## src/rtl/date_pkg.sv

```systemverilog
// Shared types and constants for the date sequencer: FSM states, month range,
// reset lookup address and month lengths.
package date_pkg;

   typedef enum logic [2:0] {
      INIT,
      IDLE,
      ADV,
      CAPT,
      SETCHK
   } state_t;

   localparam int MONTH_MIN     = 1;
   localparam int MONTH_MAX     = 12;
   localparam int MONTH_FEB     = 2;
   localparam int RESET_ADDR    = 'h041;
   localparam int DAYS_LONG     = 31;
   localparam int DAYS_SHORT    = 30;
   localparam int DAYS_FEB      = 28;
   localparam int DAYS_FEB_LEAP = 29;

endpackage

```

## src/rtl/days_in_month.sv

```systemverilog
// Month length lookup, shared by the day-advance and set-validation paths.
module days_in_month
   import date_pkg::*;
#(
   parameter int FIELD_W = 6
) (
   input  logic [FIELD_W-1:0] month,
   input  logic               leap,
   output logic [FIELD_W-1:0] days
);

   always_comb begin
      days = FIELD_W'(DAYS_LONG);
      case (int'(month))
         MONTH_FEB:    days = leap ? FIELD_W'(DAYS_FEB_LEAP) : FIELD_W'(DAYS_FEB);
         4, 6, 9, 11:  days = FIELD_W'(DAYS_SHORT);
         default:      ;
      endcase
   end

endmodule

```

## src/rtl/date_seq_ctrl.sv

```systemverilog
// Calendar date sequencer driving an external lookup table and latching its
// results. Optional leap-year support is enabled with `define LEAP_YEAR_EN.
module date_seq_ctrl
   import date_pkg::*;
#(
   parameter int FIELD_W = 6
) (
   input  logic                 clk,
   input  logic                 rst_n,
   input  logic                 day_tick,
   input  logic                 set_req,
   input  logic [FIELD_W-1:0]   set_month,
   input  logic [FIELD_W-1:0]   set_day,
`ifdef LEAP_YEAR_EN
   input  logic [1:0]           set_leap_phase,
`endif
   output logic                 set_ack,
   output logic                 set_err,
   output logic [2*FIELD_W-1:0] rom_address,
   input  logic [7:0]           rom_data_month,
   input  logic [7:0]           rom_data_day,
   output logic [7:0]           disp_month,
   output logic [7:0]           disp_day,
   output logic                 disp_valid,
   output logic                 year_end
);

   state_t             state_reg;
   logic [FIELD_W-1:0] month_reg;
   logic [FIELD_W-1:0] day_reg;
   logic               pend_reg;
   logic               armed_reg;

   logic [FIELD_W-1:0] chk_month;
   logic               chk_leap;
   logic [FIELD_W-1:0] dim;
   logic               set_ok;
   logic [FIELD_W-1:0] adv_month;
   logic [FIELD_W-1:0] adv_day;
   logic               adv_wrap;

`ifdef LEAP_YEAR_EN
   logic [1:0]         year_reg;

   // Set validation judges Feb 29 against the requested phase, not the current one.
   assign chk_leap = (state_reg == SETCHK) ? (set_leap_phase == 2'd0) : (year_reg == 2'd0);
`else
   assign chk_leap = 1'b0;
`endif

   assign chk_month = (state_reg == SETCHK) ? set_month : month_reg;

   days_in_month #(.FIELD_W(FIELD_W)) u_dim (
      .month (chk_month),
      .leap  (chk_leap),
      .days  (dim)
   );

   assign set_ok = (set_month >= FIELD_W'(MONTH_MIN)) && (set_month <= FIELD_W'(MONTH_MAX)) &&
                   (set_day != '0) && (set_day <= dim);

   always_comb begin
      adv_month = month_reg;
      adv_day   = day_reg + FIELD_W'(1);
      adv_wrap  = 1'b0;
      if (day_reg >= dim) begin
         adv_day = FIELD_W'(1);
         if (month_reg == FIELD_W'(MONTH_MAX)) begin
            adv_month = FIELD_W'(MONTH_MIN);
            adv_wrap  = 1'b1;
         end else begin
            adv_month = month_reg + FIELD_W'(1);
         end
      end
   end

   always_ff @(posedge clk or negedge rst_n) begin
      if (!rst_n) begin
         state_reg   <= INIT;
         month_reg   <= FIELD_W'(MONTH_MIN);
         day_reg     <= FIELD_W'(1);
         rom_address <= (2*FIELD_W)'(RESET_ADDR);
         pend_reg    <= 1'b0;
         armed_reg   <= 1'b1;
         disp_month  <= 8'd0;
         disp_day    <= 8'd0;
         disp_valid  <= 1'b0;
         set_ack     <= 1'b0;
         set_err     <= 1'b0;
         year_end    <= 1'b0;
`ifdef LEAP_YEAR_EN
         year_reg    <= 2'd0;
`endif
      end else begin
         set_ack  <= 1'b0;
         set_err  <= 1'b0;
         year_end <= 1'b0;
         if (!set_req)
            armed_reg <= 1'b1;
         // One-deep memory for ticks that arrive while busy.
         if (day_tick && state_reg != IDLE)
            pend_reg <= 1'b1;

         case (state_reg)
            INIT: state_reg <= CAPT;
            IDLE: begin
               if (set_req && armed_reg) begin
                  state_reg  <= SETCHK;
                  disp_valid <= 1'b0;
               end else if (day_tick || pend_reg) begin
                  state_reg  <= ADV;
                  pend_reg   <= 1'b0;
                  disp_valid <= 1'b0;
               end
            end
            ADV: begin
               month_reg   <= adv_month;
               day_reg     <= adv_day;
               rom_address <= {adv_month, adv_day};
               year_end    <= adv_wrap;
`ifdef LEAP_YEAR_EN
               if (adv_wrap)
                  year_reg <= year_reg + 2'd1;
`endif
               state_reg   <= CAPT;
            end
            SETCHK: begin
               set_ack   <= 1'b1;
               set_err   <= !set_ok;
               armed_reg <= 1'b0;
               if (set_ok) begin
                  month_reg   <= set_month;
                  day_reg     <= set_day;
                  rom_address <= {set_month, set_day};
`ifdef LEAP_YEAR_EN
                  year_reg    <= set_leap_phase;
`endif
                  state_reg   <= CAPT;
               end else begin
                  // Date untouched, so the latched display is still current.
                  disp_valid <= 1'b1;
                  state_reg  <= IDLE;
               end
            end
            CAPT: begin
               disp_month <= rom_data_month;
               disp_day   <= rom_data_day;
               disp_valid <= 1'b1;
               state_reg  <= IDLE;
            end
            default: state_reg <= INIT;
         endcase
      end
   end

endmodule

```

## config.mk

```make
export PLATFORM = sky130hd
export DESIGN_NAME = date_seq_ctrl
export DESIGN_NICKNAME = d
export VERILOG_FILES = /design/src/rtl/date_pkg.sv /design/src/rtl/days_in_month.sv /design/src/rtl/date_seq_ctrl.sv
export SDC_FILE = /design/constraint.sdc
export NUM_CORES = 1
export LEC_CHECK = 0
export CAP_MARGIN = 20
export CORE_MARGIN = 2
export CORE_UTILIZATION = 65
export CTS_BUF_LIST = sky130_fd_sc_hd__clkbuf_4
export CTS_CLUSTER_SIZE = 12
export DETAILED_ROUTE_END_ITERATION = 7
export DONT_BUFFER_PORTS = 1
export PLACE_DENSITY_LB_ADDON = 0.2
export SLEW_MARGIN = 25
export SYNTH_ARGS = -nofsm -noshare
export SYNTH_HDL_FRONTEND = slang
export SYNTH_SLANG_ARGS = --single-unit
```

## constraint.sdc

```tcl
create_clock -name clk -period 2.9 [get_ports clk]
set_input_delay 0.29 -clock clk [delete_from_list [all_inputs] [get_ports clk]]
set_output_delay 0.29 -clock clk [all_outputs]
set_load 0.005 [all_outputs]
```

======== After elaboration in Yosys (flattened, before gate mapping) ========
Index checks and enable logic that the tools add are counted.
cells by class
  eq/ne operators ......................... 15
  order comparisons ....................... 4
  multiplexer cells ....................... 30
  add/subtract/negate cells ............... 2
  reduce and logical (&&, ||, !) cells .... 15
  $mul .................................... 0
  shift-type cells ........................ 0
  bitwise logic cells ..................... 0
  divide/modulo/power cells ............... 0
operator list
  operator                                              count
  two-way mux 6 bit                                     6
  case mux 12 bit (2 select lines)                      1
  case mux 6 bit (2 select lines)                       2
  equality test 6 x 4 -> 1 bit (second input constant)  3
  two-way mux 1 bit                                     14
  adder 6 x 1 -> 6 bit (second input constant)          2
  equality test 6 x 3 -> 1 bit (second input constant)  2
  two-way mux 12 bit                                    1
  case mux 3 bit (4 select lines)                       1
  equality test 3 x 2 -> 1 bit (second input constant)  2
  equality test 6 x 2 -> 1 bit (second input constant)  1
  >= comparator 6 x 1 -> 1 bit (second input constant)  1
  >= comparator 6 bit                                   1
  <= comparator 6 x 4 -> 1 bit (second input constant)  1
  <= comparator 6 bit                                   1
  two-way mux 3 bit                                     2
  nonzero test 6 bit                                    1
  logical AND 1 bit                                     5
  != test 2 bit (second input constant)                 2
  case mux 2 bit (2 select lines)                       1
  OR reduction 4 bit                                    1
  equality test 3 x 1 -> 1 bit (second input constant)  1
  equality test 3 bit (second input constant)           1
  logical NOT 3 bit                                     1
  12 further kinds                                      12
word-level totals
  bits in registers ....................... 49
  memory bits (writable) .................. 0
  bits in latches ......................... 0
  memory bits (read-only) ................. 0
  memories ................................ 0
  output and inout bits ................... 32
  bits of input ports ..................... 32

======== Logic depth before layout (Yosys ltp) ========
  depth in word-level cells ............... 9
  depth in mapped cells ................... 14

======== Cells and area by module ========
Synthesis repeated with hierarchy kept, for this count alone.
unflattened totals
  cell total of the unflattened synthesis .. 224
  area total of the unflattened synthesis .. 2202.1 µm²
modules (own cells, without submodules)
  module         instances  area an instance (µm²)  cells an instance
  date_seq_ctrl  1          2119.5                  211
  days_in_month  1          82.6                    13

======== Worst setup path before layout ========
OpenSTA, ideal clock, no wires.
  kind .................................... flip-flop to flip-flop
  start ................................... register state_reg[1]
  end ..................................... register rom_address[10]
  arrival time ............................ 2571 ps
  stages on the path, launching flop included .. 15
  period minus slack after synthesis ...... 2700 ps
  required time ........................... 2771 ps
  setup slack ............................. 200 ps
  path buffers ............................ 2
  cells stage by stage .................... dfrtp_1 > or3b_4 > clkbuf_1 > nor2_1 > nand4_1 > nand2_1 > ha_1 > nand2_1 > o21ai_0 > a21oi_1 > mux2_4 > a21oi_2 > buf_6 > o31ai_1 > o21ai_1
on the way
  cells in the longest elaborated chain, start to end .. 9
RTL lines
  element                                                                              line                                       RTL
  start: declaration                                                                   date_seq_ctrl.sv:28                        state_t state_reg;
  start signal: assignment                                                             date_seq_ctrl.sv:79                        state_reg <= INIT;
  start signal: assignment                                                             date_seq_ctrl.sv:105                       INIT: state_reg <= CAPT;
  start signal: assignment                                                             date_seq_ctrl.sv:108                       state_reg <= SETCHK;
  equality test 3 bit                                                                  date_seq_ctrl.sv:51, date_seq_ctrl.sv:104
  two-way mux 6 bit                                                                    date_seq_ctrl.sv:51                        assign chk_month = (state_reg == SETCHK) ? set_month : month_reg;
  equality test 6 x 3 -> 1 bit / equality test 6 x 4 -> 1 bit (equally long branches)  days_in_month.sv:14                        case (int'(month))
  OR reduction 4 bit                                                                   days_in_month.sv:14
  case mux 2 bit (2 select lines)                                                      days_in_month.sv:14
  <= comparator 6 bit                                                                  date_seq_ctrl.sv:60                        (set_day != '0) && (set_day <= dim);
  logical AND 1 bit                                                                    date_seq_ctrl.sv:60
  != test 2 bit (no source line)                                                       n/a
  AND reduction 2 bit (no source line)                                                 n/a
  end signal: assignment                                                               date_seq_ctrl.sv:82                        rom_address <= (2*FIELD_W)'(RESET_ADDR);
  end signal: assignment                                                               date_seq_ctrl.sv:119                       rom_address <= {adv_month, adv_day};
  end signal: assignment                                                               date_seq_ctrl.sv:134                       rom_address <= {set_month, set_day};
  end: declaration                                                                     date_seq_ctrl.sv:19                        output logic [2*FIELD_W-1:0] rom_address,
Parallel ways exist; a longest one is shown, timed or not.
A chain may end at the register's enable or synchronous reset.

======== Worst setup path after layout ========
  start ................................... register state_reg[0]
  end ..................................... register rom_address[7]
Same word-level chain as after synthesis.

==> run_results.csv <==
group,metric,value,unit
logic_synthesis,syn_nets,235,
floorplan,core,2980,um2
worst_setup_path,worstPathArrival,3.02,ns
flow_run,drv_cap,0,
placement,hpwl,3460,um
clocking,clock_path_buffers,2,
logic_synthesis,postSynthAreaPerCell,10.0,um2
floorplan,pin_count,64,
timing,final.setup.tns,0,ns
timing,worstMarginPinSlew,0.765,ns
logic_synthesis,synthCells,198,
logic_synthesis,synth_warnings,0,
timing,setup_viol,0,
clocking,clock_sinks,37,
power,power_density,953,nW/um2
clocking,cts_buffers,5,
logic_synthesis,synth.largest_area_cell,"dfrtp_1",
global_routing,grt_max_degree,38,
worst_setup_path,endpoint_kind,"flip-flop",
detailed_routing,vias,1678,
clocking,cts-root-buf,"clkbuf_4",
worst_setup_path,crit_type,"flip-flop to flip-flop",
cells_and_area,largestRegisters,"rom_address (12), disp_day (8), disp_month (8)",
cells_and_area,syn_to_final_growth,10.3,%
global_routing,overflow,0,
power,cellLeakagePower,0.927,nW
detailed_routing,drc,0,
timing,min_period_over_period,0.957,
timing,fmax,360,MHz
worst_setup_path,cp.required,3.15,ns
cells_and_area,fin_util,0.733,
floorplan,design.die.area,3500,um2
cells_and_area,antennaDiodeCount,0,
power,power,0.00208,W
global_routing,antenna_found_initial,0,
worst_setup_path,crit_path_frequent_cell,"nand2_1",
floorplan,rows,20,
clocking,clkTransAtPathRegs,0.12,ns
clocking,htree_levels,2,
timing,max-slew-margin-rel,0.488,
logic_synthesis,yosysSeqAreaShare,0.470,
timing,finalHoldViolCount,0,
detailed_routing,wirelength,4860,um
placement,place.gp.congestion,0.916,
detailed_routing,viasPerCell,6.85,
global_routing,grt_pass1_vias,1614,
timing,setup_ws,0.125,ns
logic_synthesis,yosysMostFrequentCell,"dfrtp_1",
floorplan,start_util,0.665,
logic_synthesis,yosysTopAreaCellShare,0.430,
hold_path,min_path_type,"input pin to flip-flop",
worst_setup_path,path_cells,"or3b_4, inv_2, nor3_4, nand4_1, nand2_1, ha_1, nand2_1, o21ai_0, a21oi_1, mux2_4, a21oi_2, buf_4, nand2b_1, a21o_1",
timing,skew,0.0166,ns
detailed_routing,post_drt_wl_per_cell,19.8,um
logic_synthesis,ys_types,46,
detailed_routing,first_iter_violations,109,
global_routing,track_usage,0.284,
timing,rsz0062_at_grt,"yes",
worst_setup_path,start_kind,"flip-flop",
logic_synthesis,synth_commonest_cells,"dfrtp_1, o21ai_0, mux2_2",
cells_and_area,nets,248,
worst_setup_path,slowest_delay,0.46,ns
worst_setup_path,cp_slowest_cell,"or3b_4",
power,ir_drop,525,uV
logic_synthesis,synth_edf_count,0,
global_routing,grt_pass1_wl,7440,um
clocking,clk_latency,0.34,ns
worst_setup_path,worstPathMaxFanout,7,
cells_and_area,drive_above_1_share,0.241,
clocking,cts_tree,"yes",
placement,dp_slack,0.00961,ns
cells_and_area,nFillCells,226,
logic_synthesis,synthArstFlopShare,1.00,
logic_synthesis,syn_area,1980,um2
logic_synthesis,ys_top_cells_by_area,"dfrtp_1, mux2_2, o21ai_0",
timing,fin_crit,2.77,ns
status,status,"finished, final reports clean",
cells_and_area,max_flop_register,"rom_address",
detailed_routing,ant_nets,0,
detailed_routing,dr.pass1.iters,5,
logic_synthesis,synth.ff_latch_count,37,
placement,port_buffers,0,
floorplan,die_height,59.2,um
timing,final_max_slew_viol_count,0,
floorplan,die_w,59.2,um
logic_synthesis,synth_ff_type,"dfrtp_1",
cells_and_area,largest_reg_flops,12,
## per-stage QoR
| stage | cell area (um2) | hold WS (ns) | instances |
|---|---|---|---|
| floorplan | 1980 | -0.00559 | 198 |
| global route | 2180 | 0.0711 | 245 |
| detailed placement | 2040 | -0.00480 | 232 |
| finish | 2180 | 0.0730 | 245 |
| CTS | 2140 | 0.0714 | 243 |
| global placement | 2040 | -0.00484 | 232 |
## cells by family (layout without fill, tap and decap cells)
logic type      after synthesis  count (layout)  share of synthesized area
compound gates               54              54                      0.177
fa+ha+maj                     5               5                     0.0316
flops                        37              37                      0.470
buf+inv                      15              29                     0.0348
mux                          19              19                      0.109
simple gates                 68              68                      0.178
## cell type report
type,instances,area [um2],share of cell area
sequential,37,933,0.428
inverter,9,33.8,0.0155
timing repair buffer,12,111,0.0510
clock inverter,2,10.0,0.00458
clock buffer,6,45.0,0.0206
multi-input combinational,146,1010,0.462
tap,33,41.3,0.0189
## cells in the final DEF, fill, tap and decap left out, types with 5 or more instances in the layout
master	netlist	final
mux2_2	16	16
clkbuf_4	0	6
inv_1	8	8
nor3_1	7	6
a21oi_1	11	11
o21ai_0	17	17
o22ai_1	5	5
nand3_1	7	7
buf_4	1	8
nand2_1	14	14
nor2_1	15	14
ha_1	5	5
dfrtp_1	34	31
## critical path, delay by kind of cell (launching register included)
family | cells | cell delay [ns]
simple gates | 6 | 0.94
fa+ha+maj | 1 | 0.30
flops | 1 | 0.44
compound gates | 4 | 0.52
buf+inv | 2 | 0.30
mux | 1 | 0.19
## where the power goes
part | total [W] | switching [W] | internal, W
sequential | 0.000995 | 0.000244 | 0.000750
combinational | 0.000817 | 0.000408 | 0.000409
clock | 0.000269 | 0.000167 | 0.000102
total | 0.00208 | 0.000819 | 0.00126
## final timing paths
path	cells past startpoint	from	end	slack [ns]
worst max-delay path	14	state_reg[0]	rom_address[7]	0.13
worst min-delay path	2	set_req	state_reg[2]	0.07
worst max register to register	14	state_reg[0]	rom_address[7]	0.13
worst min register to register	2	armed_reg	armed_reg	0.47
max in group asynchronous	2	rst_n	rom_address[0]	2.22
min in group asynchronous	2	rst_n	year_end	0.42
## per-layer routing
layer	wire length (um)	GRT usage	vias to the layer above
li1	-	-	754
met1	1860	0.355	799
met2	2450	0.457	109
met3	448	0.0873	16
met4	101	0.117	0
met5	0	0	-
## timing repair
| item | CTS | global route |
|---|---|---|
| pin swaps | 0 | 3 |
| setup endpoints to repair | 4 | 13 |
| hold buffers | 3 | 0 |
| endpoints found under the hold margin | 38 | 0 |
| gates resized for setup | 1 | 9 |
| setup buffers | 0 | 2 |
(Power assumes the default switching activity.)
